===== src/rtl/fetch_sequencer_pkg.sv =====
// Shared widths, reset PC and state encoding for the instruction-fetch sequencer.
// Latency: n/a (type/constant definitions only); backpressure: n/a.
package fetch_sequencer_pkg;

    localparam int DEF_ADDR_W   = 8;
    localparam int DEF_INST_W   = 32;
    localparam int DEF_RESET_PC = 0;

    typedef enum logic [1:0] {
        IDLE   = 2'd0,
        RUN    = 2'd1,
        HALTED = 2'd2
    } state_t;

endpackage


===== src/rtl/fetch_sequencer_if.sv =====
// Fetch sequencer bundle: control inputs, memory address/data and the decode output slot.
// Latency: wires only; backpressure: inst_valid/inst_ready on the slot.
interface fetch_sequencer_if
    import fetch_sequencer_pkg::*;
#(
    parameter int ADDR_W = DEF_ADDR_W,
    parameter int INST_W = DEF_INST_W
);
    logic              start;
    logic              halt;
    logic              branch_valid;
    logic [ADDR_W-1:0] branch_target;
    logic [ADDR_W-1:0] mem_addr;
    logic [INST_W-1:0] mem_inst;
    logic [INST_W-1:0] inst_out;
    logic [ADDR_W-1:0] pc_out;
    logic              inst_valid;
    logic              inst_ready;
    logic              running;

    modport master (
        input  start, halt, branch_valid, branch_target, mem_inst, inst_ready,
        output mem_addr, inst_out, pc_out, inst_valid, running
    );

    modport slave (
        output start, halt, branch_valid, branch_target, mem_inst, inst_ready,
        input  mem_addr, inst_out, pc_out, inst_valid, running
    );
endinterface


===== src/rtl/fetch_sequencer.sv =====
// Fetch PC sequencer over a registered-read memory; start->first word 3 edges, 1 word/cycle.
// Backpressure: a held slot freezes PC/in-flight state and replays the in-flight address.
module fetch_sequencer
    import fetch_sequencer_pkg::*;
#(
    parameter int ADDR_W   = DEF_ADDR_W,
    parameter int INST_W   = DEF_INST_W,
    parameter int RESET_PC = DEF_RESET_PC
)(
    input  logic              clk,
    input  logic              reset,
    fetch_sequencer_if.master bus
);

    state_t            state;
    logic [ADDR_W-1:0] fetch_pc;
    logic [ADDR_W-1:0] inflight_pc;
    logic              inflight;
    logic [INST_W-1:0] slot_inst;
    logic [ADDR_W-1:0] slot_pc;
    logic              slot_vld;

    logic hold;
    logic issue;

    assign hold  = slot_vld & ~bus.inst_ready;
    assign issue = (state == RUN) & ~bus.halt & ~bus.branch_valid & ~hold;

    // Re-present the in-flight address while stalled so mem_inst stays valid for it.
    assign bus.mem_addr   = (hold & inflight) ? inflight_pc : fetch_pc;
    assign bus.inst_out   = slot_inst;
    assign bus.pc_out     = slot_pc;
    assign bus.inst_valid = slot_vld;
    assign bus.running    = (state == RUN);

    always_ff @(posedge clk) begin
        if (reset) begin
            state       <= IDLE;
            fetch_pc    <= ADDR_W'(RESET_PC);
            inflight    <= 1'b0;
            inflight_pc <= '0;
            slot_inst   <= '0;
            slot_pc     <= '0;
            slot_vld    <= 1'b0;
        end else begin
            // A redirect only reloads the PC; it never moves the state machine.
            if (!bus.branch_valid) begin
                case (state)
                    IDLE, HALTED: if (bus.start && !bus.halt) state <= RUN;
                    RUN:          if (bus.halt) state <= HALTED;
                    default:      state <= IDLE;
                endcase
            end

            if (bus.branch_valid) begin
                fetch_pc <= bus.branch_target;
                inflight <= 1'b0;
                slot_vld <= 1'b0;
            end else if (!hold) begin
                slot_inst <= bus.mem_inst;
                slot_pc   <= inflight_pc;
                slot_vld  <= inflight;
                inflight  <= issue;
                if (issue) begin
                    inflight_pc <= fetch_pc;
                    fetch_pc    <= fetch_pc + ADDR_W'(1);
                end
            end
        end
    end

endmodule

===== src/flat_wrapper.sv =====
// flat-port wrapper written by rule: the top's interface ports become plain ports
module fetch_sequencer_flat import fetch_sequencer_pkg::*;
#(
    parameter int ADDR_W   = DEF_ADDR_W,
    parameter int INST_W   = DEF_INST_W,
    parameter int RESET_PC = DEF_RESET_PC
)
  (clk, reset, bus_start, bus_halt, bus_branch_valid, bus_branch_target, bus_mem_inst, bus_inst_ready, bus_mem_addr, bus_inst_out, bus_pc_out, bus_inst_valid, bus_running);
  fetch_sequencer_if #(.ADDR_W(ADDR_W), .INST_W(INST_W)) bus_i ();
  input  logic clk;
  input  logic reset;
  input wire logic [$bits(bus_i.start)-1:0] bus_start;
  input wire logic [$bits(bus_i.halt)-1:0] bus_halt;
  input wire logic [$bits(bus_i.branch_valid)-1:0] bus_branch_valid;
  input wire logic [$bits(bus_i.branch_target)-1:0] bus_branch_target;
  input wire logic [$bits(bus_i.mem_inst)-1:0] bus_mem_inst;
  input wire logic [$bits(bus_i.inst_ready)-1:0] bus_inst_ready;
  output wire logic [$bits(bus_i.mem_addr)-1:0] bus_mem_addr;
  output wire logic [$bits(bus_i.inst_out)-1:0] bus_inst_out;
  output wire logic [$bits(bus_i.pc_out)-1:0] bus_pc_out;
  output wire logic [$bits(bus_i.inst_valid)-1:0] bus_inst_valid;
  output wire logic [$bits(bus_i.running)-1:0] bus_running;
  assign bus_i.start = bus_start;
  assign bus_i.halt = bus_halt;
  assign bus_i.branch_valid = bus_branch_valid;
  assign bus_i.branch_target = bus_branch_target;
  assign bus_i.mem_inst = bus_mem_inst;
  assign bus_i.inst_ready = bus_inst_ready;
  assign bus_mem_addr = bus_i.mem_addr;
  assign bus_inst_out = bus_i.inst_out;
  assign bus_pc_out = bus_i.pc_out;
  assign bus_inst_valid = bus_i.inst_valid;
  assign bus_running = bus_i.running;
  fetch_sequencer #(.ADDR_W(ADDR_W), .INST_W(INST_W), .RESET_PC(RESET_PC)) u_core (.clk(clk), .reset(reset), .bus(bus_i));
endmodule

===== config.mk =====
export PLATFORM = sky130hd
export DESIGN_NAME = fetch_sequencer_flat
export DESIGN_NICKNAME = d
export VERILOG_FILES = /design/src/rtl/fetch_sequencer_pkg.sv /design/src/rtl/fetch_sequencer_if.sv /design/src/rtl/fetch_sequencer.sv /design/src/flat_wrapper.sv
export SDC_FILE = /design/constraint.sdc
export NUM_CORES = 1
export LEC_CHECK = 0
export BUFFER_PORTS_ARGS = -buffer_cell sky130_fd_sc_hd__buf_2
export CAP_MARGIN = 20
export CORE_AREA = 5 5 77 79
export DETAILED_ROUTE_END_ITERATION = 12
export DIE_AREA = 0 0 82 84
export PLACE_DENSITY_LB_ADDON = 0.05
export SYNTH_ARGS = -nofsm -noshare
export SYNTH_HDL_FRONTEND = slang
export SYNTH_SLANG_ARGS = --single-unit

===== constraint.sdc =====
create_clock -name clk -period 2.2 [get_ports clk]
set_clock_uncertainty 0.2 [all_clocks]
set_input_delay 0.44 -clock clk [delete_from_list [all_inputs] [get_ports clk]]
set_output_delay 0.44 -clock clk [all_outputs]
set_load 0.01 [all_outputs]

After elaboration in Yosys (flattened, before gate mapping)
Cells that the tools add are included.
- output and inout port bits: 50
- bits in registers: 60
- reduce and logical (&&, ||, !) cells: 10
- bitwise gates (word level): 9
- equality and inequality tests: 5
- $add $sub $neg: 1
- multiplexer cells: 7
- operators by type and width (kind ; number):
    two-way mux 8 bit ; 4
    adder 8 x 1 -> 8 bit (second input constant) ; 1
    AND reduction 3 bit ; 2
    bitwise AND 1 bit ; 5
    two-way mux 2 bit ; 2
    inequality test 2 bit (second input constant) ; 2
    NOT 1 bit ; 4
    case mux 2 bit (2 select lines) ; 1
    AND reduction 2 bit ; 2
    OR reduction 2 bit ; 2
    equality test 2 x 1 -> 1 bit (second input constant) ; 1
    equality test 2 bit (second input constant) ; 1
    zero test 2 bit ; 1
    inequality test 2 x 1 -> 1 bit (second input constant) ; 1
    nonzero test 2 bit ; 1
    logical AND 1 bit ; 1
    zero test 1 bit ; 1

Longest topological paths before layout
- depth after elaboration: 7
- mapped depth: 7
- depth with buffers taken out: 5

Worst setup path before layout
Ideal clock, no wire load.
- path kind: input to output
- from: input port bus_inst_ready
- to: output port bus_mem_addr[0]
- path buffers: 1
- path slack: 319 ps
- cell stages on the path: 4
- data required time: 1560 ps
- data arrival time: 1241 ps
- cells stage by stage: nor2b_1 > buf_2 > nand2_1 > mux2_2
- cells in the longest elaborated chain, start to end: 4
- RTL lines (element ; RTL line ; source):
    start: declaration ; flat_wrapper.sv:17 ; input wire logic [$bits(bus_i.inst_ready)-1:0] bus_inst_ready;
    NOT 1 bit ; fetch_sequencer.sv:26 ; assign hold = slot_vld & ~bus.inst_ready;
    bitwise AND 1 bit ; fetch_sequencer.sv:26 ;
    bitwise AND 1 bit ; fetch_sequencer.sv:30 ; assign bus.mem_addr = (hold & inflight) ? inflight_pc : fetch_pc;
    two-way mux 8 bit ; fetch_sequencer.sv:30 ;
    end: declaration ; flat_wrapper.sv:18 ; output wire logic [$bits(bus_i.mem_addr)-1:0] bus_mem_addr;
No other way between the ends.

Final worst setup path
- from: register u_core.slot_vld, in the netlist u_core.bus.inst_valid
- to: output port bus_mem_addr[1]
- cells in the longest elaborated chain, start to end: 3
- RTL lines (element ; RTL line ; source):
    start: declaration ; fetch_sequencer.sv:21 ; logic slot_vld;
    start signal: assignment ; fetch_sequencer.sv:62 ; slot_vld <= inflight;
    bitwise AND 1 bit ; fetch_sequencer.sv:26 ;
    bitwise AND 1 bit ; fetch_sequencer.sv:30 ;
    two-way mux 8 bit ; fetch_sequencer.sv:30 ;
No other way between the ends.

==> results.py <==
metrics = {
    "critical_path": {
        "critPathBufInv": 1,
        "r2r_setup_slack_ns": 0.22,
        "critical_path.startpoint_type": "register",
        "crit_family": "multiplexers",
        "critPathSlowestCell": "sky130_fd_sc_hd__mux2_2",
        "largest_fanout_on_the_critical_path": 9,
        "cp-end-kind": "output pin",
        "crit_type": "register to output pin",
        "worst_ep_arrival_time_ns": 1.44,
        "cp_cell_sequence": "nor2b_2, nand2_4, mux2_2, buf_2",
        "worst_ep_required_time_ns": 1.56,
        "worst_path_largest_cell_delay_ns": 0.35,
    },
    "global_route": {
        "grt_most_used_layer": "met2",
        "grt_start_max_net_pins": 41,
        "gr-total-overflow": 0,
        "global_route_wire_length_before_repair_um": 9729,
        "first_global_vias": 2112,
        "global_route.usage.met3": 0.05076,
        "met2_usage": 0.2821,
        "gr-usage-met1": 0.2293,
        "antenna_violations_before_repair": 0,
        "groute.usage.overall": 0.1793,
    },
    "cells_and_area": {
        "antennaDiodeCount": 0,
        "commonest_non_fill_non_tap_cell_in_the_layout": "sky130_fd_sc_hd__nand2_1",
        "area.growth.synth_to_final_pct": 31.58,
        "n_fill_cell": 521,
        "num-nets-final": 432,
        "layout_common_cells": "sky130_fd_sc_hd__nand2_1, sky130_fd_sc_hd__buf_2, sky130_fd_sc_hd__dfxtp_1, sky130_fd_sc_hd__a21oi_1, sky130_fd_sc_hd__clkbuf_8",
        "post_route_cells_drive_above_1_share": 0.3299,
    },
    "sta": {
        "pins_over_their_slew_limit": 0,
        "timing.hold.ws_ns": 0.1470,
        "rsz0062_at_grt": "false",
        "max_slew_margin": 0.4797,
        "setup_viol_count_final": 0,
        "fmax_ghz": 0.4800,
        "finalCriticalPeriod_ns": 2.083,
        "timing.setup.tns_ns": 0,
        "final_min_period_over_clock_period": 0.9469,
        "worst_slew_pin_slew_ns": 0.7805,
        "hold_viol_final": 0,
    },
    "detailed_routing": {
        "antenna_left": 0,
        "vias_per_cell": 4.828,
        "wirelength_um": 5939,
        "vias": 2221,
        "wl_per_cell_um": 12.91,
        "drc": 0,
        "first_iter_violations": 103,
        "first_pass_iters": 4,
    },
    "logic_synthesis": {
        "synth_area_um2": 2361,
        "ys_warn_count": 0,
        "seq_area_frac_synth": 0.5087,
        "netlist_instances": 297,
        "syn-num-nets": 344,
        "avgSynthCellArea_um2": 7.950,
        "netlist-cell-type-count": 30,
        "synth-seq-cells": 60,
    },
    "clocking": {
        "worstSkewPairLatency_ns": 0.32,
        "cts-htree-levels": 3,
        "root_buffer": "sky130_fd_sc_hd__clkbuf_8",
        "clockBufferDepth": 2,
        "cts.repair_timing.setup_buffer_count": 0,
        "cts_buffers": 9,
        "clkSinkCount": 60,
        "clk_pin_slew_worst_paths_ns": 0.07,
        "tritoncts_clock_tree": "done",
    },
    "floorplanning": {
        "rows": 27,
        "initial_utilization": 0.4480,
        "design.core.area_um2": 5270,
        "horizontal_die_dimension_um": 82,
        "top_level_ports": 96,
        "fp.dieArea_um2": 6888,
        "die_h_um": 84,
    },
    "pwr": {
        "peakVddDrop_uv": 464.1,
        "power.density_nw_per_um2": 762.9,
        "power.static_leakage_nw": 1.398,
    },
    "run_status": {
        "status": "finished, final reports clean",
    },
    "placement": {
        "dpl.hpwl_um": 3962,
        "port_buffer_count": 95,
        "place_congestion": 0.7661,
    },
    "flow_run": {
        "max-cap-violations": 0,
    },
    "hold_path": {
        "timing.hold.worst.class": "input port to register",
    },
}
## per-stage QoR
stage          utilization  setup WS (ns)  total power, mW  std cells  area [um2]
2_1_floorplan            -         0.3194            1.317        297        2361
3_3_place_gp        0.5515        0.08699            1.429        446        2907
3_5_place_dp        0.5515        0.05950            1.431        446        2907
4_1_cts             0.5881        0.03038            2.399        460        3099
5_1_grt             0.5895        0.02216            2.485        460        3107
6_report            0.5895         0.1167            2.370        460        3107
## worst min-delay path, delay by kind of cell
family                 cells  cell delay (ns)
AO/OA/AOI/OAI              1             0.05
AND/OR/NAND/NOR            1             0.04
buffers and inverters      1             0.09
## cells by family after synthesis
group,Yosys count,synth area share
AND/OR/NAND/NOR,129,0.2300
AO/OA/AOI/OAI,67,0.1547
flip-flops,60,0.5087
buffers and inverters,27,0.04399
multiplexers,9,0.04240
XOR/XNOR,4,0.01484
adder cells (fa/ha/maj),1,0.005299
## layer usage
layer	up-vias	wire length (um)
met5	-	0
met4	0	60
met3	8	439
met2	62	2696
met1	993	2743
li1	1158	-
## state kept, by name, summed over array words and instances, names as in the netlist
name	count
u_core.bus.inst_out	32
u_core.bus.inst_valid	1
u_core.inflight	1
u_core.inflight_pc	8
u_core.state	2
u_core.bus.pc_out	8
u_core.fetch_pc	8
## power by group
group / switching, mW / internal, mW
logic: 0.133 / 0.108
clock network: 0.394 / 0.571
registers: 0.0330 / 1.13
total: 0.560 / 1.81
## cell usage after synthesis (all sizes together)
master    n  area, um2
or3       2      12.51
nand2   100      375.4
inv       3      11.26
or4       1      7.510
dfxtp    60       1201
nand4b    1      8.760
nor2     10      37.54
buf       2      10.01
a22oi     2      15.01
xnor2     3      26.28
nor2b     1      6.260
a211oi    6      45.04
clkbuf   22      82.58
mux2i     1      10.01
xor2      1      8.760
nor4b     1      8.760
a31oi     1      6.260
nor4      3      25.02
o21ai     2      10.01
nand2b    1      13.76
nand3     5      25.02
ha        1      12.51
nor3      2      10.01
o311ai    1      8.760
nand4     1      6.260
mux2      8      90.09
o211ai    2      15.01
a21oi    53      265.3
or2       1      6.260
## what timing repair did
item	4_1_cts	5_1_grt
hold buffers	0	0
pin swaps	0	1
resized for setup	1	2
endpoints found under the setup margin	8	8
## worst paths after layout
path                             end                     from  depth (start not counted)
max                  bus_mem_addr[1]    u_core.bus.inst_valid                          4
min reg2reg  u_core.bus.inst_out[30]  u_core.bus.inst_out[30]                          2
min          u_core.bus.inst_out[22]         bus_mem_inst[22]                          3
max reg2reg       u_core.fetch_pc[4]    u_core.bus.inst_valid                          5
## final cells by class
class                           instances  area (um2)  share of cell area
Sequential cell                        60        1201              0.3866
Multi-Input combinational cell        210        1069              0.3439
Timing Repair Buffer                  101       545.5              0.1756
Clock buffer                           12       155.1             0.04994
Tap cell                               72       90.09             0.02900
Clock inverter                          2       35.03             0.01128
Inverter                                3       11.26            0.003625
No activity file was read; power rests on OpenSTA's default activity.
